### config.mk
export PLATFORM = sky130hd
export DESIGN_NAME = adc_sample_scheduler
export DESIGN_NICKNAME = d
export VERILOG_FILES = /design/src/rtl/adc_pkg.sv /design/src/rtl/sample_tick_gen.sv /design/src/rtl/adc_sample_scheduler.sv
export SDC_FILE = /design/constraint.sdc
export NUM_CORES = 1
export LEC_CHECK = 0
export ABC_AREA = 1
export BUFFER_PORTS_ARGS = -buffer_cell sky130_fd_sc_hd__buf_4
export CORE_MARGIN = 2
export CORE_UTILIZATION = 35
export CTS_CLUSTER_DIAMETER = 120
export DETAILED_ROUTE_END_ITERATION = 10
export SLEW_MARGIN = 10
export SYNTH_ARGS = -nofsm -noshare
export SYNTH_HDL_FRONTEND = slang
export SYNTH_SLANG_ARGS = --single-unit
### constraint.sdc
create_clock -name clk -period 2.6 [get_ports clk]
set_input_delay 0 -clock clk [delete_from_list [all_inputs] [get_ports clk]]
set_output_delay 0 -clock clk [all_outputs]
set_load 0.01 [all_outputs]
### src/rtl/adc_pkg.sv
// adc_pkg: types and helpers shared by the ADC sample scheduler, the ADC data
// path and the bench.
//   sched_state_t : scheduler FSM state encoding
//   ADC_WIDTH_DEFAULT : default ADC sample width in bits
//   acc_width()   : accumulator width that holds 2**log2_n full-scale samples
package adc_pkg;

  typedef enum logic [2:0] {
    IDLE    = 3'd0,
    WAIT    = 3'd1,
    REQ     = 3'd2,
    ACCUM   = 3'd3,
    PUBLISH = 3'd4
  } sched_state_t;

  localparam int ADC_WIDTH_DEFAULT = 12;

  // Sum of 2**log2_n samples of adc_w bits never needs more than adc_w+log2_n bits.
  function automatic int acc_width(input int adc_w, input int log2_n);
    return adc_w + log2_n;
  endfunction

endpackage

### src/rtl/sample_tick_gen.sv
// sample_tick_gen: enable-gated period counter for the ADC sample scheduler.
// Counts 0..SAMPLE_PERIOD-1 while enabled and raises tick for the one cycle
// the count sits at its terminal value. The count is held at 0 while disabled,
// so the first tick after enable comes one full period later.
// Ports:
//   clk_i    in  system clock, rising edge
//   rst_i    in  asynchronous active-high reset
//   enable_i in  1 = count, 0 = hold count at 0
//   tick_o   out one-cycle tick at terminal count
module sample_tick_gen #(
  parameter int SAMPLE_PERIOD = 50000
) (
  input  logic clk_i,
  input  logic rst_i,
  input  logic enable_i,
  output logic tick_o
);

  localparam int CNT_W = (SAMPLE_PERIOD > 1) ? $clog2(SAMPLE_PERIOD) : 1;
  localparam logic [CNT_W-1:0] TERM = CNT_W'(SAMPLE_PERIOD - 1);

  logic [CNT_W-1:0] cnt_q, cnt_d;

  always_comb begin
    cnt_d = cnt_q;
    if (!enable_i) begin
      cnt_d = '0;
    end else if (cnt_q == TERM) begin
      cnt_d = '0;
    end else begin
      cnt_d = cnt_q + 1'b1;
    end
  end

  always_ff @(posedge clk_i or posedge rst_i) begin
    if (rst_i) begin
      cnt_q <= '0;
    end else begin
      cnt_q <= cnt_d;
    end
  end

  assign tick_o = enable_i && (cnt_q == TERM);

endmodule

### src/rtl/adc_sample_scheduler.sv
// adc_sample_scheduler: issues periodic ADC conversion requests over a req/ack
// handshake, accumulates 2**LOG2_N samples and publishes their truncated
// average. freeze holds the published value and discards the block. Lost
// ticks (overrun) and unanswered requests (timeout) raise sticky flags that
// clear_err clears; a flag being set in the clear cycle stays set.
// Ports:
//   clk         in  system clock, rising edge
//   reset       in  asynchronous active-high reset
//   enable      in  1 = run sampling, 0 = stop after any in-flight request
//   freeze      in  1 = hold ave_out and suppress ave_valid
//   clear_err   in  one-cycle pulse clearing the sticky error flags
//   adc_req     out conversion request, held until ack or timeout
//   adc_ack     in  conversion done, adc_data valid this cycle
//   adc_data    in  conversion result
//   ave_out     out latest published average
//   ave_valid   out one-cycle strobe when ave_out updates
//   busy        out high in every state except IDLE
//   timeout_err out sticky: a request timed out
//   overrun_err out sticky: a tick arrived outside WAIT
module adc_sample_scheduler
  import adc_pkg::*;
#(
  parameter int SAMPLE_PERIOD = 50000,
  parameter int ADC_WIDTH     = ADC_WIDTH_DEFAULT,
  parameter int LOG2_N        = 8,
  parameter int TIMEOUT       = 1000
) (
  input  logic                 clk,
  input  logic                 reset,
  input  logic                 enable,
  input  logic                 freeze,
  input  logic                 clear_err,
  output logic                 adc_req,
  input  logic                 adc_ack,
  input  logic [ADC_WIDTH-1:0] adc_data,
  output logic [ADC_WIDTH-1:0] ave_out,
  output logic                 ave_valid,
  output logic                 busy,
  output logic                 timeout_err,
  output logic                 overrun_err
);

  localparam int ACC_W = acc_width(ADC_WIDTH, LOG2_N);
  localparam int TO_W  = $clog2(TIMEOUT + 1);
  // Counter value seen at the edge on which the request has been high TIMEOUT cycles.
  localparam logic [TO_W-1:0] TO_LAST = TO_W'(TIMEOUT - 1);

  logic tick;

  sample_tick_gen #(
    .SAMPLE_PERIOD(SAMPLE_PERIOD)
  ) u_tick (
    .clk_i   (clk),
    .rst_i   (reset),
    .enable_i(enable),
    .tick_o  (tick)
  );

  sched_state_t            state_q, state_d;
  logic                    req_q, req_d;
  logic [ADC_WIDTH-1:0]    sample_q, sample_d;
  logic [ACC_W-1:0]        acc_q, acc_d;
  logic [LOG2_N-1:0]       cnt_q, cnt_d;
  logic [TO_W-1:0]         to_q, to_d;
  logic [ADC_WIDTH-1:0]    ave_q, ave_d;
  logic                    vld_q, vld_d;
  logic                    busy_q, busy_d;
  logic                    terr_q, terr_d;
  logic                    oerr_q, oerr_d;
  logic                    terr_set;
  logic                    oerr_set;

  always_comb begin
    state_d  = state_q;
    req_d    = req_q;
    sample_d = sample_q;
    acc_d    = acc_q;
    cnt_d    = cnt_q;
    to_d     = to_q;
    ave_d    = ave_q;
    vld_d    = 1'b0;
    terr_set = 1'b0;
    // Only WAIT can accept a tick; anywhere else the tick is lost.
    oerr_set = tick && (state_q != WAIT);

    case (state_q)
      IDLE: begin
        // Any partial block left by a disable is dropped here.
        acc_d = '0;
        cnt_d = '0;
        if (enable) begin
          state_d = WAIT;
        end
      end
      WAIT: begin
        if (!enable) begin
          state_d = IDLE;
          acc_d   = '0;
          cnt_d   = '0;
        end else if (tick) begin
          state_d = REQ;
          req_d   = 1'b1;
          to_d    = '0;
        end
      end
      REQ: begin
        // Ack has priority over a timeout falling in the same cycle.
        if (adc_ack) begin
          sample_d = adc_data;
          req_d    = 1'b0;
          state_d  = ACCUM;
        end else if (to_q == TO_LAST) begin
          req_d    = 1'b0;
          terr_set = 1'b1;
          state_d  = WAIT;
        end else begin
          to_d = to_q + 1'b1;
        end
      end
      ACCUM: begin
        acc_d = acc_q + ACC_W'(sample_q);
        cnt_d = cnt_q + 1'b1;
        if (cnt_q == '1) begin
          state_d = PUBLISH;
        end else begin
          state_d = enable ? WAIT : IDLE;
        end
      end
      PUBLISH: begin
        if (!freeze) begin
          ave_d = ADC_WIDTH'(acc_q >> LOG2_N);
          vld_d = 1'b1;
        end
        acc_d   = '0;
        cnt_d   = '0;
        state_d = enable ? WAIT : IDLE;
      end
      default: begin
        state_d = IDLE;
        req_d   = 1'b0;
      end
    endcase

    busy_d = (state_d != IDLE);
    terr_d = terr_set | (terr_q & ~clear_err);
    oerr_d = oerr_set | (oerr_q & ~clear_err);
  end

  always_ff @(posedge clk or posedge reset) begin
    if (reset) begin
      state_q  <= IDLE;
      req_q    <= 1'b0;
      sample_q <= '0;
      acc_q    <= '0;
      cnt_q    <= '0;
      to_q     <= '0;
      ave_q    <= '0;
      vld_q    <= 1'b0;
      busy_q   <= 1'b0;
      terr_q   <= 1'b0;
      oerr_q   <= 1'b0;
    end else begin
      state_q  <= state_d;
      req_q    <= req_d;
      sample_q <= sample_d;
      acc_q    <= acc_d;
      cnt_q    <= cnt_d;
      to_q     <= to_d;
      ave_q    <= ave_d;
      vld_q    <= vld_d;
      busy_q   <= busy_d;
      terr_q   <= terr_d;
      oerr_q   <= oerr_d;
    end
  end

  assign adc_req     = req_q;
  assign ave_out     = ave_q;
  assign ave_valid   = vld_q;
  assign busy        = busy_q;
  assign timeout_err = terr_q;
  assign overrun_err = oerr_q;

endmodule
After elaboration in Yosys (flattened, before gate mapping)
Index checks and enable logic that the tools add are counted.
W data, S select, Z words.
- bits in registers: 86
- input bits: 18
- output and inout bits: 17
- logic and storage cells: 79
- $add $sub $neg: 4
- equal/unequal tests: 14
- muxes and demuxes: 29
- bitwise operators: 7
- reductions and logical operators: 13
- operator list (cell ; count):
    $pmux W20 S3 ; 1
    $mux W10 ; 4
    $mux W16 ; 2
    $pmux W8 S3 ; 1
    $add A20 B12 Y20 ; 1
    $mux W20 ; 1
    $pmux W10 S2 ; 1
    $mux W3 ; 6
    $add A16 B1 Y16 const B ; 1
    $eq A16 B16 Y1 const B ; 1
    $pmux W3 S5 ; 1
    $add A10 B1 Y10 const B ; 1
    $eq A10 B10 Y1 const B ; 1
    $mux W1 ; 10
    $ne A2 B2 Y1 const B ; 5
    $add A8 B1 Y8 const B ; 1
    $eq A8 B8 Y1 const B ; 1
    $mux W8 ; 1
    $eq A3 B2 Y1 const B ; 2
    $reduce_and A2 Y1 ; 3
    $reduce_bool A3 Y1 ; 2
    $reduce_and A5 Y1 ; 1
    $reduce_and A4 Y1 ; 1
    $eq A3 B1 Y1 const B ; 1
    other kinds (12) ; 17

Logic depth before layout (Yosys ltp)
Gate-level depths: netlist of run 1.
- depth in word-level cells: 6
- mapped depth: 13

Hierarchy
Synthesis of run 1 repeated with hierarchy kept, for this count alone.
- cell total of the unflattened synthesis: 618
- area total of the unflattened synthesis: 4773.3 µm²
- by module, submodules not included (module ; times used ; cells an instance ; area an instance (µm²)):
    adc_sample_scheduler ; 1 ; 495 ; 3853.7
    sample_tick_gen ; 1 ; 123 ; 919.6

Worst setup path after synthesis of run 1
OpenSTA, ideal clock, no wires.
- path kind: flip-flop to flip-flop
- start: register sample_q[0]
- end: register acc_q[12]
- arrival: 1.533 ns
- path slack: 0.949 ns
- cell stages (with the launch flop): 14
- path buffers: 0
- cell sequence: dfrtp_1 > ha_1 > inv_1 > fa_1 > inv_1 > nand3_1 > nand2_1 > nand2_1 > nand2_1 > nand2_1 > nand2_1 > nand2_1 > nand3_1 > nand2_1
- cells in the longest elaborated chain, start to end: 2
- ends and longest elaborated chain (element ; line ; source):
    from (decl) ; adc_sample_scheduler.sv:61 ; logic [ADC_WIDTH-1:0] sample_q, sample_d;
    from (signal assigned) ; adc_sample_scheduler.sv:165 ; sample_q <= sample_d;
    $add A20 B12 Y20 ; adc_sample_scheduler.sv:121 ; acc_d = acc_q + ACC_W'(sample_q);
    $pmux W20 S3 ; adc_sample_scheduler.sv:86 ; case (state_q)
    to (signal assigned) ; adc_sample_scheduler.sv:154 ; acc_q <= '0;
    to (signal assigned) ; adc_sample_scheduler.sv:166 ; acc_q <= acc_d;
    to (decl) ; adc_sample_scheduler.sv:62 ; logic [ACC_W-1:0] acc_q, acc_d;
No other way between the ends.
A chain may end at the register's enable or synchronous reset.

Worst setup path in the final report of run 1
- start: register to_q[0]
- end: register terr_q (netlist: timeout_err)
- cells in the longest elaborated chain, start to end: 5
- ends and longest elaborated chain (element ; line ; source):
    from (decl) ; adc_sample_scheduler.sv:64 ; logic [TO_W-1:0] to_q, to_d;
    from (signal assigned) ; adc_sample_scheduler.sv:168 ; to_q <= to_d;
    $eq A10 B10 Y1 ; adc_sample_scheduler.sv:112 ; end else if (to_q == TO_LAST) begin
    $mux W1 ; adc_sample_scheduler.sv:112 ;
    $mux W1 ; adc_sample_scheduler.sv:108 ; if (adc_ack) begin
    $mux W1 ; adc_sample_scheduler.sv:86 ;
    $or A1 B1 Y1 ; adc_sample_scheduler.sv:145 ; terr_d = terr_set | (terr_q & ~clear_err);
    via terr_d ; adc_sample_scheduler.sv:68 ; logic terr_q, terr_d;
    to (signal assigned) ; adc_sample_scheduler.sv:172 ; terr_q <= terr_d;
    to (decl) ; adc_sample_scheduler.sv:68 ;
The timed path passes the listed nets, and every way through them passes these cells.

==> reports/qor_table.md, run 1 <==
| Metric | Reported | Unit |
|---|---|---|
| Result of the run | completed | - |
| Wire length after detailed routing | 10,950 | um |
| Root buf cell | sky130_fd_sc_hd__clkbuf_16 | - |
| Leakage power total | 2.955 | nW |
| Number of antenna violations at the first check in global routing | 0 | - |
| Number of placement rows | 43 | - |
| Number of nets in the finished design | 748 | - |
| Clock tree sinks | 86 | - |
| Post-synthesis cell count | 658 | - |
| Number of register bits inferred by synthesis | 86 | - |
| Total number of vias | 4,326 | - |
| Total CTS buffers | 9 | - |
| Top Family by Delay on Critical Path | simple AND/OR/NAND/NOR gates | - |
| CP Max Fanout | 11 | - |
| Max_slew headroom | 0.5736 | - |
| Final number of hold-violating endpoints | 0 | - |
| Worst-case hold slack | 0.008952 | ns |
| Die area | 14,850 | um2 |
| Area added between synthesis and finish | 19.05 | % |
| Distinct cell type count after synthesis | 37 | - |
| Pin count of the biggest net entering global routing | 33 | - |
| Clock H-tree levels | 3 | - |
| Total Negative Setup Slacks | 0 | ns |
| Slew Limit Fails | 0 | - |
| Non-Filler Cell Area, Final | 5787 | um2 |
| RD Place Congestion | 0.8648 | - |
| Yosys warning count | 0 | - |
| Commonest non-fill, non-tap cell in the layout | sky130_fd_sc_hd__nand2_1 | - |
| IR Drop Worst-Case VDD | 0.3582 | mV |
| Largest stage delay on the critical path | 0.57 | ns |
| Drt wl/cell | 12.20 | um |
| Number of placed instances, taps included | 867 | - |
| Clock transition at the register clock pins on the worst setup and hold paths after CTS | 0.06 | ns |
| I/O pin count | 35 | - |
| Starting Density | 0.3543 | - |
| Instance area at placement | 5323 | um2 |
| Final number of setup-violating endpoints | 0 | - |
| Combined area of all synthesized cells | 4861 | um2 |
| Placement Setup Slack | 0.6451 | ns |
| Buf+Inv Stages, Crit Path | 1 | - |
| Later-pin clock latency in the skew report | 0.34 | ns |
| Diode insertion count for antenna repair | 0 | - |
| Share of the yosys chip area belonging to registers | 0.4427 | - |
| Final worst path period need | 2.286 | ns |
| CTS-repair resized insts | 0 | - |
| Predominant post-synthesis flop cell | sky130_fd_sc_hd__dfrtp_1 | - |
| Unrepaired setup endpoints after global routing | false | - |
| Chip Height | 121.9 | um |
| Number of I/O port buffers | 34 | - |
| Number of enable flip-flop cells after synthesis | 0 | - |
| Sort of element at the end of the critical path | flip-flop | - |
| Final critical-path share of the clock period | 0.8794 | - |
| Post-CTS Repair Setup Buffers | 0 | - |
| Core area | 13,720 | um2 |
| Worst-margin pin slew | 0.6347 | ns |
| Startpoint type of the worst setup path | flip-flop | - |
| Total power divided by cell area | 509.4 | nW/um2 |
| HP Class | in2reg | - |
| List of cells traversed by the critical path | ha_1 -> nand2_1 -> nor3_1 -> nand4_1 -> o22ai_1 -> dlygate4sd3_1 | - |
| Number of DRC markers in iteration 0 | 321 | - |
| Share of layout cells above drive strength 1 | 0.1017 | - |
| Avg Vias per Cell | 4.817 | - |
| Synthesized area per cell | 7.387 | um2 |
| Syn_nets | 692 | - |
| Worst Skew | 0.006686 | ns |
| Initial DRT Pass Iterations | 5 | - |
| Non-filler cells in the finished layout | 898 | - |
| Total GRT Usage | 0.1563 | - |
| Remaining antenna violation count | 0 | - |
| Bufs on Longest Clock Path | 2 | - |
| Width of the die | 121.9 | um |
| Highest attainable clock frequency | 437.4 | MHz |
| Final worst setup slack | 0.3137 | ns |
| Remaining design rule violation count | 0 | - |
| Remaining global-route overflow | 0 | - |
| First-pass GRT wire length | 18,610 | um |
| Max-cap violation count | 0 | - |
| Data arrival time of the critical path | 2.57 | ns |
| Worst EP required | 2.88 | ns |
| Critical Setup Path Class | reg2reg | - |
| Clock tree from TritonCTS | yes | - |
| Most frequent cells in the layout | sky130_fd_sc_hd__nand2_1, sky130_fd_sc_hd__dfrtp_1, sky130_fd_sc_hd__inv_1, sky130_fd_sc_hd__nor2_1, sky130_fd_sc_hd__nand3_1 | - |
| Async S/R FF share, synth | 1.000 | - |
| Via count of the first global-routing pass | 3,995 | - |
| Half-perimeter wire length of the detailed placement result | 7964 | um |
| Highest-delay cell along the critical path | sky130_fd_sc_hd__dlygate4sd3_1 | - |
layer usage:
metal / up-vias / track usage / part of all wire
li1: 2201 / - / -
met1: 2014 / 0.2101 / 0.49
met2: 97 / 0.2556 / 0.45
met3: 14 / 0.02060 / 0.038
met4: 0 / 0.06250 / 0.018
met5: - / 0 / 0
state kept, by name (all words and copies together) (netlist names):
signal	count
adc_req	1
to_q	10
cnt_q	8
acc_q	20
sample_q	12
busy	1
timeout_err	1
state_q	3
ave_out	12
overrun_err	1
u_tick.cnt_q	16
ave_valid	1
final timing paths:
check / start / endpoint / slack (ns) / depth (start not counted)
setup / recovery: to_q[0] / timeout_err / 0.31 / 6
hold / removal: enable / overrun_err / 0.009 / 3
setup reg to reg: to_q[0] / timeout_err / 0.31 / 6
hold reg to reg: u_tick.cnt_q[0] / u_tick.cnt_q[0] / 0.46 / 1
max in group asynchronous: reset / cnt_q[7] / 1.57 / 4
min in group asynchronous: reset / u_tick.cnt_q[12] / 0.26 / 3
report_power, final:
part | total [mW] | switching (mW) | leakage, nW | internal (mW)
combinational | 0.222 | 0.140 | 1.63 | 0.0823
clock | 1.35 | 0.521 | 0.152 | 0.831
sequential | 1.37 | 0.0146 | 1.17 | 1.36
total | 2.95 | 0.675 | 2.96 | 2.27
stage by stage:
stage	total power, mW	utilization
after floorplan	1.528	-
after global routing	3.052	0.4218
final	2.948	0.4218
after detailed placement	1.607	0.3880
after global placement	1.603	0.3880
after CTS	2.982	0.4218
cell type report:
class                   instances  area [um2]
well taps                     180       225.2
inverters                      76       286.5
fillers                      1390        7933
repair buffers                 54       445.4
clock buffers                  10       229.0
clock inverters                 5       75.07
flip-flops and latches         86        2152
multi-input cells             487        2374
cell usage after synthesis, types with 5 or more instances:
cell                       count  area [um2]
sky130_fd_sc_hd__nand3b_1      6       45.04
sky130_fd_sc_hd__inv_2         5       18.77
sky130_fd_sc_hd__a21oi_1      23       115.1
sky130_fd_sc_hd__inv_1        71       266.5
sky130_fd_sc_hd__nand3_1      47       235.2
sky130_fd_sc_hd__xor2_1       10       87.58
sky130_fd_sc_hd__nand4_1       9       56.30
sky130_fd_sc_hd__ha_1         15       187.7
sky130_fd_sc_hd__xnor2_1       5       43.79
sky130_fd_sc_hd__o21ai_0      20       100.1
sky130_fd_sc_hd__nand2_1     236       885.9
sky130_fd_sc_hd__nor2_1       65       244.0
sky130_fd_sc_hd__nor3_1       20       100.1
sky130_fd_sc_hd__dfrtp_1      86        2152
kinds of logic (layout without fill, tap and decap cells):
kind of cell,Yosys count,after routing,share of synthesized area
xor+xnor,15,15,0.02703
fa+ha+maj,16,16,0.04273
buf+inv,85,145,0.06898
simple gates,404,404,0.3588
compound gates,52,52,0.05972
flops,86,86,0.4427
worst register-to-register path: cells and delay by family, from the launching register on:
kind | cells | cell delay, ns
buffers and inverters | 1 | 0.57
DFF | 1 | 0.44
and+or+nand+nor | 3 | 0.71
AOI/OAI and AO/OA | 1 | 0.27
adders and majority gates | 1 | 0.24
timing repair:
item                                    4_1_cts  5_1_grt
endpoints found under the hold margin        50        0
endpoints found under the setup margin        0        0
hold buffers                                 16        0
(Power assumes the default switching activity.)
==> run 2, diff against run 1 <==
--- a/config.mk
+++ b/config.mk
@@ -6,7 +6,7 @@
 export NUM_CORES = 1
 export LEC_CHECK = 0
 export ABC_AREA = 1
-export BUFFER_PORTS_ARGS = -buffer_cell sky130_fd_sc_hd__buf_4
+export BUFFER_PORTS_ARGS = -buffer_cell sky130_fd_sc_hd__buf_2
 export CORE_MARGIN = 2
 export CORE_UTILIZATION = 35
 export CTS_CLUSTER_DIAMETER = 120
==> constraint.sdc (replaced) <==
create_clock -name clk -period 2.9 [get_ports clk]
set_input_delay 0 -clock clk [delete_from_list [all_inputs] [get_ports clk]]
set_output_delay 0 -clock clk [all_outputs]
set_load 0.01 [all_outputs]
==> run 2 against run 1 <==
  * Worst setup slack improved by 0.14 ns
  * Fmax decreased by 6.6%
  * Sequential power decreased by 10%
  * First-iteration DRC count decreased by 20%
  * Sequential share of layout area increased by 0.62 points
  * Total power decreased by 12%
  * Clock skew decreased by 0.0012 ns
==> reports/qor_table.md, run 2 (synthesis results as in run 1) <==
| Metric | Reported | Unit |
|---|---|---|
| Result of the run | completed | - |
| Clock tree from TritonCTS | yes | - |
| Total Negative Setup Slacks | 0 | ns |
| Worst Skew | 0.005477 | ns |
| Most frequent cells in the layout | sky130_fd_sc_hd__nand2_1, sky130_fd_sc_hd__dfrtp_1, sky130_fd_sc_hd__inv_1, sky130_fd_sc_hd__nor2_1, sky130_fd_sc_hd__nand3_1 | - |
| CP Max Fanout | 11 | - |
| Wire length after detailed routing | 11,000 | um |
| Power Total | 2.590 | mW |
| Slew Limit Fails | 0 | - |
| Number of nets in the finished design | 747 | - |
| Via count of the first global-routing pass | 4,200 | - |
| First-pass GRT wire length | 19,060 | um |
| Highest attainable clock frequency | 408.3 | MHz |
| Clock tree sinks | 86 | - |
| Total number of vias | 4,280 | - |
| Number of flip-flops under the largest register name | 20 | - |
| Area added between synthesis and finish | 17.09 | % |
| Number of placed instances, taps included | 866 | - |
| Share of layout cells above drive strength 1 | 0.1017 | - |
| RD Place Congestion | 0.8990 | - |
| Final number of setup-violating endpoints | 0 | - |
| Max_slew headroom | 0.6034 | - |
| Remaining design rule violation count | 0 | - |
| Total power divided by cell area | 455.0 | nW/um2 |
| Core area | 13,720 | um2 |
| Post-CTS Repair Setup Buffers | 0 | - |
| Diode insertion count for antenna repair | 0 | - |
| Critical Setup Path Class | reg2reg | - |
| Number of antenna violations at the first check in global routing | 0 | - |
| Chip Height | 121.9 | um |
| IR Drop Worst-Case VDD | 0.2619 | mV |
| Global routing met2 resource utilization | 0.2563 | - |
| Width of the die | 121.9 | um |
| Non-filler cells in the finished layout | 898 | - |
| Later-pin clock latency in the skew report | 0.34 | ns |
| Initial DRT Pass Iterations | 4 | - |
| Met3 demand-to-capacity share in global routing | 0.02060 | - |
| Bufs on Longest Clock Path | 2 | - |
| Clock H-tree levels | 3 | - |
| Total CTS buffers | 9 | - |
| Final worst path period need | 2.449 | ns |
| Remaining global-route overflow | 0 | - |
| GRT Max-Usage Layer | met2 | - |
| Final critical-path share of the clock period | 0.8445 | - |
| Placement Setup Slack | 0.9460 | ns |
| Data arrival time of the critical path | 2.72 | ns |
| Clock transition at the register clock pins on the worst setup and hold paths after CTS | 0.06 | ns |
| Die area | 14,850 | um2 |
| Largest Register | acc_q | - |
| Number of I/O port buffers | 34 | - |
| Total GRT Usage | 0.1602 | - |
| Number of placement rows | 43 | - |
| Avg Vias per Cell | 4.766 | - |
| Drt wl/cell | 12.24 | um |
| HP Class | in2reg | - |
| Pin count of the biggest net entering global routing | 34 | - |
| GR Layer Usage met1 | 0.2166 | - |
| Remaining antenna violation count | 0 | - |
| Root buf cell | sky130_fd_sc_hd__clkbuf_16 | - |
| Startpoint type of the worst setup path | flip-flop | - |
| Number of DRC markers in iteration 0 | 257 | - |
| Worst EP required | 3.17 | ns |
| Commonest non-fill, non-tap cell in the layout | sky130_fd_sc_hd__nand2_1 | - |
| Leakage power total | 2.930 | nW |
| I/O pin count | 35 | - |
| Starting Density | 0.3543 | - |
| Unrepaired setup endpoints after global routing | false | - |
| Final worst setup slack | 0.4511 | ns |
| Top Registers | acc_q: 20 flops, u_tick.cnt_q: 16 flops | - |
| Worst-case hold slack | 0.01677 | ns |
| Worst-margin pin slew | 0.5904 | ns |
| Final number of hold-violating endpoints | 0 | - |
| Max-cap violation count | 0 | - |
| Sort of element at the end of the critical path | flip-flop | - |
| Half-perimeter wire length of the detailed placement result | 8138 | um |
## run 2: final cells by class
type / instances / area [um2]
Tap cell: 180 / 225.2
Fill cell: 1402 / 8028
Multi-Input combinational cell: 487 / 2374
Clock inverter: 4 / 45.04
Clock buffer: 12 / 256.5
Sequential cell: 86 / 2152
Timing Repair Buffer: 53 / 352.8
Inverter: 76 / 286.5
## run 2: worst paths after layout
kind	start	to	slack (ns)	depth (start not counted)
min reg2reg	ave_out[1]	ave_out[1]	0.47	2
max reg2reg	to_q[0]	timeout_err	0.45	6
min	enable	overrun_err	0.02	3
max	to_q[0]	timeout_err	0.45	6
max in group asynchronous	reset	u_tick.cnt_q[11]	1.87	4
min in group asynchronous	reset	acc_q[0]	0.25	3
## run 2: power by group
group / switching, mW / internal (mW)
Clock: 0.463 / 0.710
Sequential: 0.0130 / 1.22
Combinational: 0.125 / 0.0606
Total: 0.601 / 1.99
## run 2: through the flow
| step | cell area (um2) | util |
|---|---|---|
| after floorplan | 4861 | - |
| after global placement | 5230 | 0.3812 |
| after detailed placement | 5230 | 0.3812 |
| after CTS | 5692 | 0.4149 |
| after global routing | 5692 | 0.4149 |
| final | 5692 | 0.4149 |
## run 2: repair_timing
item / CTS / global route
gates resized for setup: 0 / 0
hold buffers: 16 / 0
hold endpoints to repair: 46 / 0
## run 2: layer usage
| metal | up-vias | routed length, um |
|---|---|---|
| met3 | 16 | 310 |
| li1 | 2209 | - |
| met1 | 1981 | 5440 |
| met4 | 0 | 238 |
| met2 | 74 | 5006 |
| met5 | - | 0 |
## run 2: worst max-delay path: stages (launching register included)
cell                            delay (ns)
sky130_fd_sc_hd__dfrtp_1              0.44
sky130_fd_sc_hd__ha_1                 0.22
sky130_fd_sc_hd__nand2_1              0.09
sky130_fd_sc_hd__nor3_1               0.17
sky130_fd_sc_hd__nand4_1              0.49
sky130_fd_sc_hd__o22ai_1              0.35
sky130_fd_sc_hd__dlygate4sd3_1        0.62
==> run 3, diff against run 2 <==
--- a/config.mk
+++ b/config.mk
@@ -5,7 +5,7 @@
 export SDC_FILE = /design/constraint.sdc
 export NUM_CORES = 1
 export LEC_CHECK = 0
-export ABC_AREA = 1
+export ABC_AREA = 0
 export BUFFER_PORTS_ARGS = -buffer_cell sky130_fd_sc_hd__buf_2
 export CORE_MARGIN = 2
 export CORE_UTILIZATION = 35
==> constraint.sdc (replaced) <==
create_clock -name clk -period 2.1 [get_ports clk]
set_input_delay 0 -clock clk [delete_from_list [all_inputs] [get_ports clk]]
set_output_delay 0 -clock clk [all_outputs]
set_load 0.01 [all_outputs]
==> run 3 against run 2 <==
  * Clock power grew 56%
  * Largest cell class unchanged
  * Fmax grew 3.9%
  * Worst setup slack lost 0.71 ns
  * Area after synthesis shrank 10%
  * Cell area grew 4.6%
  * The flow now finishes with violations (negative setup slack)
==> reports/qor_table.md, run 3 <==
| Metric | Reported | Unit |
|---|---|---|
| Result of the run | finished, violations left | - |
| Failing checks | negative setup slack | - |
| Number of register bits inferred by synthesis | 86 | - |
| Worst EP required | 2.37 | ns |
| Data arrival time of the critical path | 2.63 | ns |
| Filler Cell Count | 1,124 | - |
| Avg Vias per Cell | 5.042 | - |
| Synthesized area per cell | 10.14 | um2 |
| Max_slew headroom | 0.7063 | - |
| Worst Skew | 0.008354 | ns |
| Power Total | 4.026 | mW |
| Drt wl/cell | 14.21 | um |
| Sort of element at the end of the critical path | flip-flop | - |
| Diode insertion count for antenna repair | 0 | - |
| Final cell utilization of the core | 0.4914 | - |
| Remaining global-route overflow | 0 | - |
| Pin count of the biggest net entering global routing | 51 | - |
| Clock tree sinks | 86 | - |
| HP Class | in2reg | - |
| List of cells traversed by the critical path | or4bb_1 -> or4_4 -> buf_4 -> or2_4 -> nor3_4 -> nand2b_1 -> or3_1 | - |
| Most used standard cell by instance count after synthesis | sky130_fd_sc_hd__dfrtp_1 | - |
| Fraction of post-synthesis cell area in the top cell type by area | 0.4926 | - |
| Share of the yosys chip area belonging to registers | 0.4926 | - |
| Clock H-tree levels | 3 | - |
| Worst-margin pin slew | 0.4405 | ns |
| Highest attainable clock frequency | 424.3 | MHz |
| Top Registers | acc_q: 20 flops, u_tick.cnt_q: 16 flops | - |
| I/O pin count | 35 | - |
| Reg area | 2152 | um2 |
| Area added between synthesis and finish | 36.23 | % |
| Slew Limit Fails | 0 | - |
| Number of nets in the finished design | 576 | - |
| Non-filler cells in the finished layout | 714 | - |
| Chip Height | 115.7 | um |
| Number of DRC markers in iteration 0 | 194 | - |
| Number of placement rows | 40 | - |
| Leakage power total | 2.770 | nW |
| First-pass GRT wire length | 17,150 | um |
| Via count of the first global-routing pass | 3,660 | - |
| Final number of setup-violating endpoints | 24 | - |
| Number of placed instances, taps included | 677 | - |
| Final critical-path share of the clock period | 1.122 | - |
| Largest stage delay on the critical path | 0.56 | ns |
| Bufs on Longest Clock Path | 2 | - |
| Later-pin clock latency in the skew report | 0.34 | ns |
| Unrepaired setup endpoints after global routing | true | - |
| Total CTS buffers | 9 | - |
| Most numerous cell types in the synthesized netlist | sky130_fd_sc_hd__dfrtp_1, sky130_fd_sc_hd__nand2_1, sky130_fd_sc_hd__nor2_1, sky130_fd_sc_hd__o21ai_0, sky130_fd_sc_hd__mux2_2 | - |
| Total GRT Usage | 0.1600 | - |
| IR Drop Worst-Case VDD | 0.4446 | mV |
| Critical Setup Path Class | reg2reg | - |
| Initial DRT Pass Iterations | 4 | - |
| Most frequent cells in the layout | sky130_fd_sc_hd__dfrtp_1, sky130_fd_sc_hd__buf_4, sky130_fd_sc_hd__nand2_1, sky130_fd_sc_hd__nor2_1, sky130_fd_sc_hd__buf_2 | - |
| Worst-case hold slack | 0.07487 | ns |
| Wire length after detailed routing | 10,140 | um |
| Number of I/O port buffers | 34 | - |
| Async S/R FF share, synth | 1.000 | - |
| Root buf cell | sky130_fd_sc_hd__clkbuf_16 | - |
| RD Place Congestion | 0.8096 | - |
| Startpoint type of the worst setup path | flip-flop | - |
| Largest Register | acc_q | - |
| Combined area of all synthesized cells | 4369 | um2 |
| Total number of vias | 3,600 | - |
| Half-perimeter wire length of the detailed placement result | 6917 | um |
| Post-synthesis cell count | 431 | - |
| Synth area leader | sky130_fd_sc_hd__dfrtp_1 | - |
| Number of flip-flops under the largest register name | 20 | - |
| Clock transition at the register clock pins on the worst setup and hold paths after CTS | 0.06 | ns |
| Remaining design rule violation count | 0 | - |
| Final worst path period need | 2.357 | ns |
| Commonest non-fill, non-tap cell in the layout | sky130_fd_sc_hd__dfrtp_1 | - |
| Core area | 12,110 | um2 |
| Number of antenna violations at the first check in global routing | 0 | - |
| Share of layout cells above drive strength 1 | 0.3260 | - |
| Remaining antenna violation count | 0 | - |
| Predominant post-synthesis flop cell | sky130_fd_sc_hd__dfrtp_1 | - |
| Cells taking the most area after synthesis | sky130_fd_sc_hd__dfrtp_1, sky130_fd_sc_hd__mux2_2, sky130_fd_sc_hd__o21ai_0 | - |
| Max-cap violation count | 0 | - |
| Number of enable flip-flop cells after synthesis | 0 | - |
| CP Max Fanout | 3 | - |
| Syn_nets | 465 | - |
| Yosys warning count | 0 | - |
| Area of combinational cells with multiple inputs | 2369 | um2 |
| Total power divided by cell area | 676.4 | nW/um2 |
| Starting Density | 0.3607 | - |
| Die area | 13,390 | um2 |
| Placement Setup Slack | -0.2534 | ns |
| Highest-delay cell along the critical path | sky130_fd_sc_hd__or4_4 | - |
| Distinct cell type count after synthesis | 54 | - |
| Width of the die | 115.7 | um |
| Final number of hold-violating endpoints | 0 | - |
| Final worst setup slack | -0.2570 | ns |
| Clock tree from TritonCTS | yes | - |
run 3: kinds of logic (layout without fill, tap and decap cells):
family | after synthesis | in the layout | share of synthesized area
fa+ha+maj | 16 | 16 | 0.04754
buf+inv | 24 | 139 | 0.02062
flops | 86 | 86 | 0.4926
mux | 25 | 25 | 0.06386
simple gates | 159 | 159 | 0.1864
compound gates | 94 | 94 | 0.1349
xor+xnor | 27 | 27 | 0.05412
run 3: path summary, 6_finish.rpt:
| kind | slack, ns | start | to | depth (start not counted) |
|---|---|---|---|---|
| setup / recovery | -0.26 | u_tick.cnt_q[12] | busy | 7 |
| hold / removal | 0.07 | freeze | ave_valid | 3 |
| setup reg to reg | -0.26 | u_tick.cnt_q[12] | busy | 7 |
| hold reg to reg | 0.50 | acc_q[3] | acc_q[3] | 2 |
| max in group asynchronous | 1.32 | reset | u_tick.cnt_q[10] | 4 |
| min in group asynchronous | 0.15 | reset | to_q[3] | 3 |
run 3: layer usage:
metal | vias up | track usage | wire length, um
met5 | - | 0 | 0
met4 | 0 | 0.03968 | 121
met3 | 12 | 0.03766 | 286
met2 | 66 | 0.2655 | 4930
met1 | 1757 | 0.2126 | 4806
li1 | 1765 | - | -
run 3: metrics by stage:
step | cell area [um2] | TNS, ns
after floorplan | 4399 | -2.175
after global placement | 5194 | -2.597
after detailed placement | 5194 | -3.470
after CTS | 5817 | -3.425
after global routing | 5952 | -5.807
final | 5952 | -3.451
run 3: power by group:
part,switching [mW],total [mW],internal (mW)
combinational,0.211,0.434,0.223
clock,0.630,1.82,1.19
sequential,0.0587,1.78,1.72
total,0.900,4.03,3.13
run 3: worst max-delay path: cells and delay by family, from the launching register on:
family / cells / cell delay (ns)
buffers and inverters: 1 / 0.16
flip-flops: 1 / 0.37
AND/OR/NAND/NOR: 6 / 1.76
run 3: repair_timing:
item / CTS / global route
endpoints found under the setup margin: 26 / 27
pin swaps: 19 / 9
gates resized for setup: 28 / 19
hold endpoints to repair: 102 / 0
hold buffers: 16 / 0
setup buffers: 4 / 3
run 3: area by class of cell:
type / count / share of cell area
inverter: 10 / 0.006937
timing repair buffer: 114 / 0.1415
multi-input combinational: 321 / 0.3979
clock buffer: 11 / 0.04078
tap: 168 / 0.03532
clock inverter: 4 / 0.01598
sequential: 86 / 0.3616
